===== src/rtl/logic16_serial_unit.sv =====
// Slice-serial AND/OR/XOR/NAND engine: one SLICE-bit slice per cycle, LSB slice first.
// out_valid rises N cycles after acceptance; a held result blocks new operations until out_ready.
module logic16_serial_unit #(
  parameter int WIDTH = 16,
  parameter int SLICE = 4
) (
  input  logic             clk,
  input  logic             reset,
  input  logic             in_valid,
  output logic             in_ready,
  input  logic [WIDTH-1:0] a,
  input  logic [WIDTH-1:0] b,
  input  logic [1:0]       op,
  output logic             out_valid,
  input  logic             out_ready,
  output logic [WIDTH-1:0] out,
  output logic             any
);

  localparam int N  = WIDTH / SLICE;
  localparam int CW = (N > 1) ? $clog2(N) : 1;
  localparam logic [CW-1:0] LAST = CW'(N - 1);

  generate
    if (SLICE < 1 || (WIDTH % SLICE) != 0) begin : g_bad_slice
      $error("logic16_serial_unit: SLICE must divide WIDTH");
    end
  endgenerate

  typedef enum logic [1:0] {IDLE, RUN, DONE} state_t;

  state_t           state;
  state_t           state_nx;
  logic [WIDTH-1:0] a_cap;
  logic [WIDTH-1:0] b_cap;
  logic [1:0]       op_cap;
  logic [CW-1:0]    cnt;
  logic [SLICE-1:0] sa;
  logic [SLICE-1:0] sb;
  logic [SLICE-1:0] sres;
  logic [WIDTH-1:0] out_nx;
  logic             last;

  assign last = (cnt == LAST);

  // Slice k of the captured operands combined and merged into the current result.
  always_comb begin
    sa     = a_cap[cnt*SLICE +: SLICE];
    sb     = b_cap[cnt*SLICE +: SLICE];
    sres   = '0;
    case (op_cap)
      2'b00:   sres = sa & sb;
      2'b01:   sres = sa | sb;
      2'b10:   sres = sa ^ sb;
      default: sres = ~(sa & sb);
    endcase
    out_nx = out;
    out_nx[cnt*SLICE +: SLICE] = sres;
  end

  always_ff @(posedge clk or posedge reset) begin
    if (reset) state <= IDLE;
    else       state <= state_nx;
  end

  always_comb begin
    state_nx = state;
    case (state)
      IDLE:    if (in_valid)  state_nx = RUN;
      RUN:     if (last)      state_nx = DONE;
      DONE:    if (out_ready) state_nx = IDLE;
      default: state_nx = IDLE;
    endcase
  end

  always_comb begin
    in_ready  = (state == IDLE);
    out_valid = (state == DONE);
  end

  always_ff @(posedge clk or posedge reset) begin
    if (reset) begin
      a_cap  <= '0;
      b_cap  <= '0;
      op_cap <= '0;
      cnt    <= '0;
      out    <= '0;
      any    <= 1'b0;
    end else begin
      case (state)
        IDLE: begin
          if (in_valid) begin
            a_cap  <= a;
            b_cap  <= b;
            op_cap <= op;
            cnt    <= '0;
            out    <= '0;
            any    <= 1'b0;
          end
        end
        RUN: begin
          out <= out_nx;
          // Counter parks on the last slice rather than wrapping.
          if (last) any <= |out_nx;
          else      cnt <= cnt + CW'(1);
        end
        default: begin
        end
      endcase
    end
  end

endmodule

===== config.mk =====
export PLATFORM = sky130hd
export DESIGN_NAME = logic16_serial_unit
export DESIGN_NICKNAME = d
export VERILOG_FILES = /design/src/rtl/logic16_serial_unit.sv
export SDC_FILE = /design/constraint.sdc
export NUM_CORES = 1
export LEC_CHECK = 0
export ABC_CLOCK_PERIOD_IN_PS = 2840
export CAP_MARGIN = 15
export CORE_ASPECT_RATIO = 1.2
export CORE_MARGIN = 3
export CORE_UTILIZATION = 46
export CTS_CLUSTER_SIZE = 40
export DETAILED_ROUTE_END_ITERATION = 16
export GPL_TIMING_DRIVEN = 1
export PLACE_DENSITY = 0.73
export SLEW_MARGIN = 20
export SYNTH_ARGS = -nofsm -noshare
export SYNTH_HDL_FRONTEND = slang
export SYNTH_SLANG_ARGS = --single-unit

===== constraint.sdc =====
create_clock -name clk -period 2.84 [get_ports clk]
set_input_delay 0.284 -clock clk [delete_from_list [all_inputs] [get_ports clk]]
set_output_delay 0.284 -clock clk [all_outputs]
set_load 0.02 [all_outputs]

==> impl_metrics.json, run 1 <==
{
  "outcome": "finished, final reports clean",
  "tns_ns": 0,
  "seq_power_share": 0.361,
  "die_x_microns": 77.5,
  "cts_inserted_buffers": 5,
  "cts_sinks": 55,
  "crit_type": "flip-flop to flip-flop",
  "syn_avg_cell_area_sq_um": 9.26,
  "final_antenna_net_count": 0,
  "p_leak_uw": 0.00170,
  "portBuffers": 56,
  "seqCellArea_sq_um": 1380,
  "drcViolationCount": 0,
  "vias": 2275,
  "gp_congestion": 0.898,
  "grt_pass1_vias": 2280,
  "cts_root_buf": "clkbuf_8",
  "crit_fanout": 9,
  "intPower_uw": 2300,
  "drive_gt1_frac": 0.0663,
  "ys_seq_area_frac": 0.487,
  "syn-cell-area_sq_um": 2830,
  "die_h_microns": 91.9,
  "ys_ff_latch": 55,
  "cp-end-kind": "flip-flop",
  "synth_cell_types": 33,
  "ys.warnings.count": 0,
  "place_hpwl_mm": 4.58,
  "synthCells": 305,
  "cpLargestDelayFamily": "compound AO/OA/AOI/OAI gates",
  "post_cts_buffers": 0,
  "met3_usage": 0.0226,
  "rows": 30,
  "slew_headroom": 0.619,
  "start_util": 0.486,
  "instances_no_fill": 442,
  "yosys-top-cells-area": "dfrtp_1, nand2_1, mux4_2, ha_1, inv_1",
  "cts_tree": "built",
  "setup_viol": 0,
  "fillers": 491,
  "dp.cells": 435,
  "path_buf_inv": 1,
  "grt_antenna_before_repair": 0,
  "fin_crit_sh": 0.858,
  "areaGrowthSynthToFinish_pct": 26.1,
  "ioPinCount": 57,
  "overflow": 0,
  "final_nets": 414,
  "drtPass1Iterations": 4,
  "combPwrFrac": 0.511,
  "ir_drop_v": 0.000425,
  "grt_max_degree": 37,
  "grt_busiest_layer": "met2",
  "min_path_type": "input port to asynchronous set/reset pin",
  "crit_chain": "buf_4 -> mux4_2 -> ha_1 -> nand2_1 -> o21ai_1 -> a21o_1 -> o41ai_1",
  "first_iter_violations": 142,
  "hold_viol_final": 0,
  "die_area_sq_um": 7120,
  "critPathMaxStageDelay_ns": 0.54,
  "worst_pin_slew_ns": 0.572,
  "p_clk_frac": 0.129,
  "cap_viol_max_count": 0,
  "diodes": 0,
  "routedWlPerCell_microns": 13.6,
  "switching_share": 0.415,
  "path_clk_slew_ns": 0.09,
  "vias_per_cell": 5.15,
  "synth_fp_nets": 357,
  "fin_skew_ns": 0.00782,
  "drv_slew": 0,
  "met2_usage": 0.305,
  "track_usage": 0.177,
  "cts_resized": 0,
  "grt_pass1_wl_mm": 10.1,
  "crit_start": "cnt[0]",
  "netSwitchingPower_uw": 1630,
  "cp_slowest_cell": "mux4_2",
  "cp.arrival_ns": 2.62,
  "multiInputGateArea_sq_um": 1290,
  "met1_usage": 0.217,
  "htreeDepth": 2,
  "yosys.area.top_type": "dfrtp_1",
  "clock_latency_ns": 0.31,
  "hold_buffers": 0,
  "fin_crit_ns": 2.44,
  "fmax_ghz": 0.410,
  "crit_path_start_kind": "flip-flop",
  "critPathRequiredTime_ns": 3.02,
  "grt_setup_unrepaired": "no",
  "r2r_start": "cnt[0]",
  "yosysTopAreaCellShare": 0.487,
  "wirelength_mm": 6.02,
  "core_area_sq_um": 5820,
  "cts_buffer_depth": 2,
  "pwr_density_cell_nw_per_um2": 1100
}
## final timing paths
check | to | slack [ns] | cells past startpoint
max in group asynchronous | out[2] | 1.89 | 3
worst max-delay path | out[7] | 0.40 | 7
min in group clk | b_cap[8] | 0.48 | 2
worst min-delay path | state[1] | 0.33 | 2
worst max register to register | out[7] | 0.40 | 7
worst min register to register | b_cap[8] | 0.48 | 2
## sequential cells by signal, indices dropped and copies added, names as in the netlist
register and count:
any 1, state 2, b_cap 16, a_cap 16
out 16, cnt 2, op_cap 2
## cell usage in the layout (no fill, tap or decap), drive strengths merged, types with 5 or more instances in the layout
master | netlist | layout
ha | 14 | 14
o21ai | 8 | 8
nor3 | 5 | 5
clkbuf | 1 | 6
dfrtp | 55 | 55
o22ai | 13 | 13
nor2b | 7 | 7
mux4 | 8 | 8
clkdlybuf4s50 | 0 | 56
nor2 | 5 | 5
inv | 24 | 24
a21o | 5 | 5
buf | 11 | 6
nand2 | 118 | 118
## per-layer routing
layer	wire length [microns]	vias up	share of wire
met1	2610	1076	0.43
met4	112	0	0.019
li1	-	1127	-
met2	3070	61	0.51
met3	234	11	0.039
met5	0	-	0
## final cells by class
| cell class | instances | area share |
|---|---|---|
| clock inverter | 1 | 0.00843 |
| multi-input combinational | 214 | 0.361 |
| sequential | 55 | 0.386 |
| inverter | 24 | 0.0253 |
| tap | 80 | 0.0281 |
| timing repair buffer | 62 | 0.170 |
| clock buffer | 6 | 0.0204 |
## kinds of logic (layout without fill, tap and decap cells)
logic type,Yosys count,after routing,synth area share
AO/OA/AOI/OAI,43,43,0.105
multiplexers,10,10,0.0713
flip-flops,55,55,0.487
buffers and inverters,36,93,0.0580
adder cells (fa/ha/maj),14,14,0.0620
AND/OR/NAND/NOR,147,147,0.216
## stage by stage
step	utilization	area, sq um	power (uW)	worst slack (ns)	hold WS [ns]
after floorplan	-	2830	2840	0.654	0.389
after global placement	0.595	3460	3370	0.516	0.457
after detailed placement	0.595	3460	3440	0.361	0.459
after CTS	0.612	3560	3950	0.376	0.363
after global routing	0.612	3560	4240	0.213	0.390
final	0.612	3560	3930	0.403	0.332
## power by group through the flow
stage                     sequential (uW)  combinational (uW)  clock [uW]
after floorplan                      1370                1460           0
after CTS                            1420                2020         510
final                                1420                2000         505
after global placement               1420                1950           0
after detailed placement             1440                2010           0
after global routing                 1470                2240         532
## Yosys cell counts
master,instances
a21o_1,5
a21oi_1,4
a22o_1,4
a22oi_1,1
a41o_1,1
a41oi_1,1
and2b_1,3
buf_2,8
buf_4,1
buf_6,2
clkbuf_1,1
dfrtp_1,55
ha_1,14
inv_1,24
mux2_2,1
mux2i_1,1
mux4_2,8
nand2_1,118
nand2b_1,3
nand3b_1,1
nand4_1,1
nor2_1,5
nor2b_1,7
nor3_1,5
nor4_1,3
o211ai_1,1
o21ai_0,5
o21ai_1,3
o21bai_1,1
o22ai_1,13
o41ai_1,3
o41ai_2,1
or3_1,1
Note: power is estimated with default switching activity, not from simulation.
==> inputs of run 2 (changes only) <==
==> constraint.sdc (replaced) <==
create_clock -name clk -period 2.84 [get_ports clk]
set_input_delay 0.284 -clock clk [delete_from_list [all_inputs] [get_ports clk]]
set_output_delay 0.284 -clock clk [all_outputs]
set_load 0.1 [all_outputs]
==> run 2 against run 1 <==
Net effect: register-to-register slack worse by 0.04 ns; die area stayed put; sequential power hardly changed; final cell count is 0.23% higher; combinational power is 26% higher; largest cell class unchanged.
==> impl_metrics.json, run 2 (synthesis gave the netlist of run 1 again) <==
{
  "seqCellArea_sq_um": 1380,
  "crit_path_start_kind": "flip-flop",
  "fin_skew_ns": 0.00598,
  "cts_buffer_depth": 2,
  "post_cts_buffers": 0,
  "postLayoutCellArea_sq_um": 3510,
  "first_iter_violations": 163,
  "final_antenna_net_count": 0,
  "die_area_sq_um": 7120,
  "start_util": 0.486,
  "grt_pass1_vias": 2222,
  "cts_tree": "built",
  "critPathRequiredTime_ns": 3.01,
  "reg2reg_slack_ns": 0.36,
  "crit_type": "flip-flop to flip-flop",
  "switching_share": 0.494,
  "fin_crit_sh": 0.871,
  "p_leak_uw": 0.00174,
  "worst_pin_slew_ns": 0.545,
  "portBuffers": 56,
  "vias": 2288,
  "intPower_uw": 2230,
  "drtPass1Iterations": 4,
  "final_nets": 414,
  "cap_viol_max_count": 0,
  "cp.arrival_ns": 2.64,
  "die_h_microns": 91.9,
  "layout_common_cells": "nand2_1, dfrtp_1, clkdlybuf4s50_1",
  "clock_latency_ns": 0.30,
  "pwr_density_cell_nw_per_um2": 1250,
  "outcome": "finished, final reports clean",
  "track_usage": 0.183,
  "rows": 30,
  "placed_area_sq_um": 3410,
  "reg_top3": "a_cap x16, b_cap x16, out x16",
  "min_path_type": "input port to asynchronous set/reset pin",
  "critPathMaxStageDelay_ns": 0.53,
  "fmax_ghz": 0.404,
  "core_area_sq_um": 5820,
  "multiInputGateArea_sq_um": 1290,
  "r2r-end": "out[5]",
  "met1_usage": 0.233,
  "r2r_start": "cnt[0]",
  "grt_setup_unrepaired": "no",
  "drv_slew": 0,
  "path_clk_slew_ns": 0.09,
  "cp_slowest_cell": "mux4_2",
  "crit_chain": "buf_4 -> mux4_2 -> ha_1 -> nand2_1 -> o21ai_1 -> a21o_1 -> o41ai_1",
  "netSwitchingPower_uw": 2170,
  "die_x_microns": 77.5,
  "grt_antenna_before_repair": 0,
  "vias_per_cell": 5.16,
  "mostFrequentLayoutCell": "nand2_1",
  "place_hpwl_mm": 4.69,
  "grt_max_degree": 37,
  "diodes": 0,
  "slew_headroom": 0.636,
  "overflow": 0,
  "seq_power_share": 0.323,
  "drcViolationCount": 0,
  "setup_viol": 0,
  "fillers": 503,
  "cts_inserted_buffers": 5,
  "cts_resized": 0,
  "grt_pass1_wl_mm": 10.5,
  "fin_crit_ns": 2.48,
  "met3_usage": 0.0334,
  "tns_ns": 0,
  "areaGrowthSynthToFinish_pct": 24.3,
  "met2_usage": 0.309,
  "cp-end-kind": "flip-flop",
  "routedWlPerCell_microns": 13.9,
  "reg2reg_depth": 7,
  "htreeDepth": 2,
  "drive_gt1_frac": 0.121,
  "hold_viol_final": 0,
  "cts_sinks": 55,
  "postLayoutCoreUtil": 0.604,
  "crit_fanout": 9,
  "p_clk_frac": 0.105,
  "cts_root_buf": "clkbuf_8",
  "wirelength_mm": 6.14,
  "gp_congestion": 0.881,
  "combPwrFrac": 0.572,
  "hold_buffers": 0,
  "grt_busiest_layer": "met2",
  "ir_drop_v": 0.000625,
  "ioPinCount": 57
}
[run 2: area by class of cell]
cell class              count  area share
inverters                  24      0.0257
multi-input cells         214       0.367
flip-flops and latches     55       0.392
repair buffers             62       0.159
clock buffers               8      0.0285
well taps                  80      0.0285
[run 2: how the worst max path moves through the flow]
stage	from	to	slack, ns
detailed placement	cnt[0]	any	0.46
global route	cnt[0]	any	0.23
floorplan	state[0]	a_cap[0]	0.12
global placement	cnt[0]	out[7]	0.52
finish	cnt[0]	out[5]	0.36
CTS	cnt[0]	any	0.44
[run 2: power by group through the flow]
stage          sequential [uW]  combinational, uW  clock, uW
2_1_floorplan             1820               1530          0
3_3_place_gp              1430               2440          0
3_5_place_dp              1440               2510          0
4_1_cts                   1430               2520        474
5_1_grt                   1480               2740        505
6_report                  1420               2520        461
[run 2: critical path: cells and delay by family, from the launching register on]
family | cells | cell delay, ns
AO/OA/AOI/OAI | 3 | 0.80
multiplexers | 1 | 0.53
flip-flops | 1 | 0.50
adder cells (fa/ha/maj) | 1 | 0.23
buffers and inverters | 1 | 0.22
AND/OR/NAND/NOR | 1 | 0.06
[run 2: through the flow]
| step | power [uW] | cells | hold slack (ns) | setup slack [ns] |
|---|---|---|---|---|
| final | 4400 | 443 | 0.344 | 0.365 |
| after CTS | 4420 | 443 | 0.367 | 0.436 |
| after global placement | 3870 | 435 | 0.455 | 0.517 |
| after floorplan | 3360 | 305 | 0.389 | 0.116 |
| after global routing | 4720 | 443 | 0.401 | 0.234 |
| after detailed placement | 3950 | 435 | 0.458 | 0.457 |
[run 2: layer usage]
metal  wire length, microns  share of wire
met5                      0              0
met4                    140          0.023
met3                    277          0.045
met2                   3090           0.50
met1                   2630           0.43
==> inputs of run 3 (changes only) <==
ABC_CLOCK_PERIOD_IN_PS = 2300   (was 2840)
CORE_UTILIZATION = 51   (was 46)
PLACE_DENSITY = 0.79   (was 0.73)
clock period = 2.3 ns   (was 2.84 ns; I/O delays follow)
==> run 3 against run 2 <==
Net effect: total power increased by 29%; routed wire length decreased by 1.2%; sequential power increased by 23%; critical path depth increased by 1; register-to-register slack got worse by 0.29 ns; largest power group unchanged.
==> impl_metrics.json, run 3 (synthesis gave the netlist of run 1 again) <==
{
  "outcome": "finished, final reports clean",
  "path_clk_slew_ns": 0.11,
  "track_usage": 0.206,
  "placed_area_sq_um": 3390,
  "hold_viol_final": 0,
  "die_x_microns": 73.9,
  "reg_top3": "a_cap x16, b_cap x16, out x16",
  "ioPinCount": 57,
  "vias_per_cell": 5.38,
  "setup_viol": 0,
  "fin_skew_ns": 0.0137,
  "final_nets": 415,
  "cts_root_buf": "clkbuf_8",
  "wirelength_mm": 6.07,
  "areaGrowthSynthToFinish_pct": 25.3,
  "drcViolationCount": 0,
  "hold_buffers": 0,
  "pwr_density_cell_nw_per_um2": 1610,
  "postLayoutCellArea_sq_um": 3540,
  "layout_common_cells": "nand2_1, dfrtp_1, clkdlybuf4s50_1",
  "final_antenna_net_count": 0,
  "cts_buffer_depth": 2,
  "tns_ns": 0,
  "crit_fanout": 6,
  "instances_no_fill": 426,
  "crit_chain": "buf_4 -> mux4_2 -> ha_1 -> nor2b_1 -> nor3_1 -> a21o_1 -> a41o_1 -> a21oi_1",
  "cp.arrival_ns": 2.43,
  "drive_gt1_frac": 0.132,
  "worst_pin_slew_ns": 0.675,
  "reg2reg_depth": 8,
  "crit_path_start_kind": "flip-flop",
  "clock_latency_ns": 0.32,
  "grt_setup_unrepaired": "yes",
  "cts_tree": "built",
  "critPathRequiredTime_ns": 2.51,
  "grt_antenna_before_repair": 0,
  "r2r-end": "any",
  "cts_inserted_buffers": 5,
  "path_buf_inv": 1,
  "critPathMaxStageDelay_ns": 0.52,
  "grt_max_degree": 56,
  "grt_pass1_vias": 2266,
  "place_hpwl_mm": 4.37,
  "cts_sinks": 55,
  "cp_slowest_cell": "mux4_2",
  "fin_crit_ns": 2.22,
  "diodes": 0,
  "ir_drop_v": 0.000866,
  "portBuffers": 56,
  "grt_pass1_wl_mm": 10.4,
  "r2r_start": "cnt[0]",
  "vias": 2293,
  "cpLargestDelayFamily": "multiplexers",
  "first_iter_violations": 211,
  "fin_crit_sh": 0.965,
  "drtPass1Iterations": 4,
  "gp_congestion": 0.920,
  "rows": 29,
  "die_h_microns": 87.5,
  "reg2reg_slack_ns": 0.08,
  "die_area_sq_um": 6470,
  "p_leak_uw": 0.00176,
  "mostFrequentLayoutCell": "nand2_1",
  "routedWlPerCell_microns": 14.2,
  "cap_viol_max_count": 0,
  "start_util": 0.530,
  "htreeDepth": 2,
  "fmax_ghz": 0.450,
  "slew_headroom": 0.550,
  "drv_slew": 0,
  "min_path_type": "input port to asynchronous set/reset pin",
  "dp.cells": 417,
  "core_area_sq_um": 5330,
  "crit_type": "flip-flop to flip-flop",
  "cp-end-kind": "flip-flop",
  "overflow": 0
}
-- run 3: cell count changes in the layout (fill, tap and decap cells not counted), sizes merged --
cell / change
clkbuf: -2
bufinv: +2
buf: +1
-- run 3: area by class of cell --
type / instances / area (sq um)
sequential: 55 / 1380
clock buffer: 6 / 72.6
inverter: 24 / 90.1
clock inverter: 2 / 60.1
timing repair buffer: 63 / 566
multi-input combinational: 214 / 1300
fill: 423 / 1790
tap: 62 / 77.6
-- run 3: metal layers --
layer,GRT usage,vias up,wire [microns]
met3,0.0413,6,305
met1,0.274,1098,2630
li1,-,1127,-
met2,0.342,62,3070
met4,0.0593,0,67
met5,0,-,0
-- run 3: power breakdown --
group          internal, uW  total [uW]  switching (uW)  leakage, uW
clock network           435         763             327    0.0000654
logic                  1150        3190            2040     0.000992
registers              1370        1740             362     0.000704
-- run 3: worst reg2reg max path: stages (launching register included) --
cell	delay (ns)
dfrtp_1	0.36
buf_4	0.17
mux4_2	0.52
ha_1	0.23
nor2b_1	0.13
nor3_1	0.19
a21o_1	0.24
a41o_1	0.20
a21oi_1	0.07
-- run 3: through the flow --
| stage | hold slack (ns) | total power, uW | worst slack (ns) | utilization |
|---|---|---|---|---|
| final | 0.401 | 5690 | 0.0799 | 0.664 |
| after global routing | 0.434 | 6100 | -0.0394 | 0.664 |
| after CTS | 0.427 | 5650 | 0.0180 | 0.661 |
| after detailed placement | 0.462 | 4860 | 0.0884 | 0.636 |
| after global placement | 0.459 | 4780 | 0.193 | 0.636 |
| after floorplan | 0.335 | 4150 | 0.0557 | - |
-- run 3: what timing repair did --
action                                 CTS  global route
resized for setup                        0             3
buffers inserted                         0             1
endpoints found under the hold margin    0             0
setup endpoints to repair                0             5
-- run 3: worst max path at each step --
stage / slack [ns] / start / depth (start not counted) / end
finish: 0.08 / cnt[0] / 8 / any
global route: -0.04 / cnt[0] / 9 / any
CTS: 0.02 / cnt[1] / 7 / any
detailed placement: 0.09 / cnt[1] / 6 / out[7]
global placement: 0.19 / cnt[0] / 9 / any
floorplan: 0.06 / state[0] / 3 / state[1]
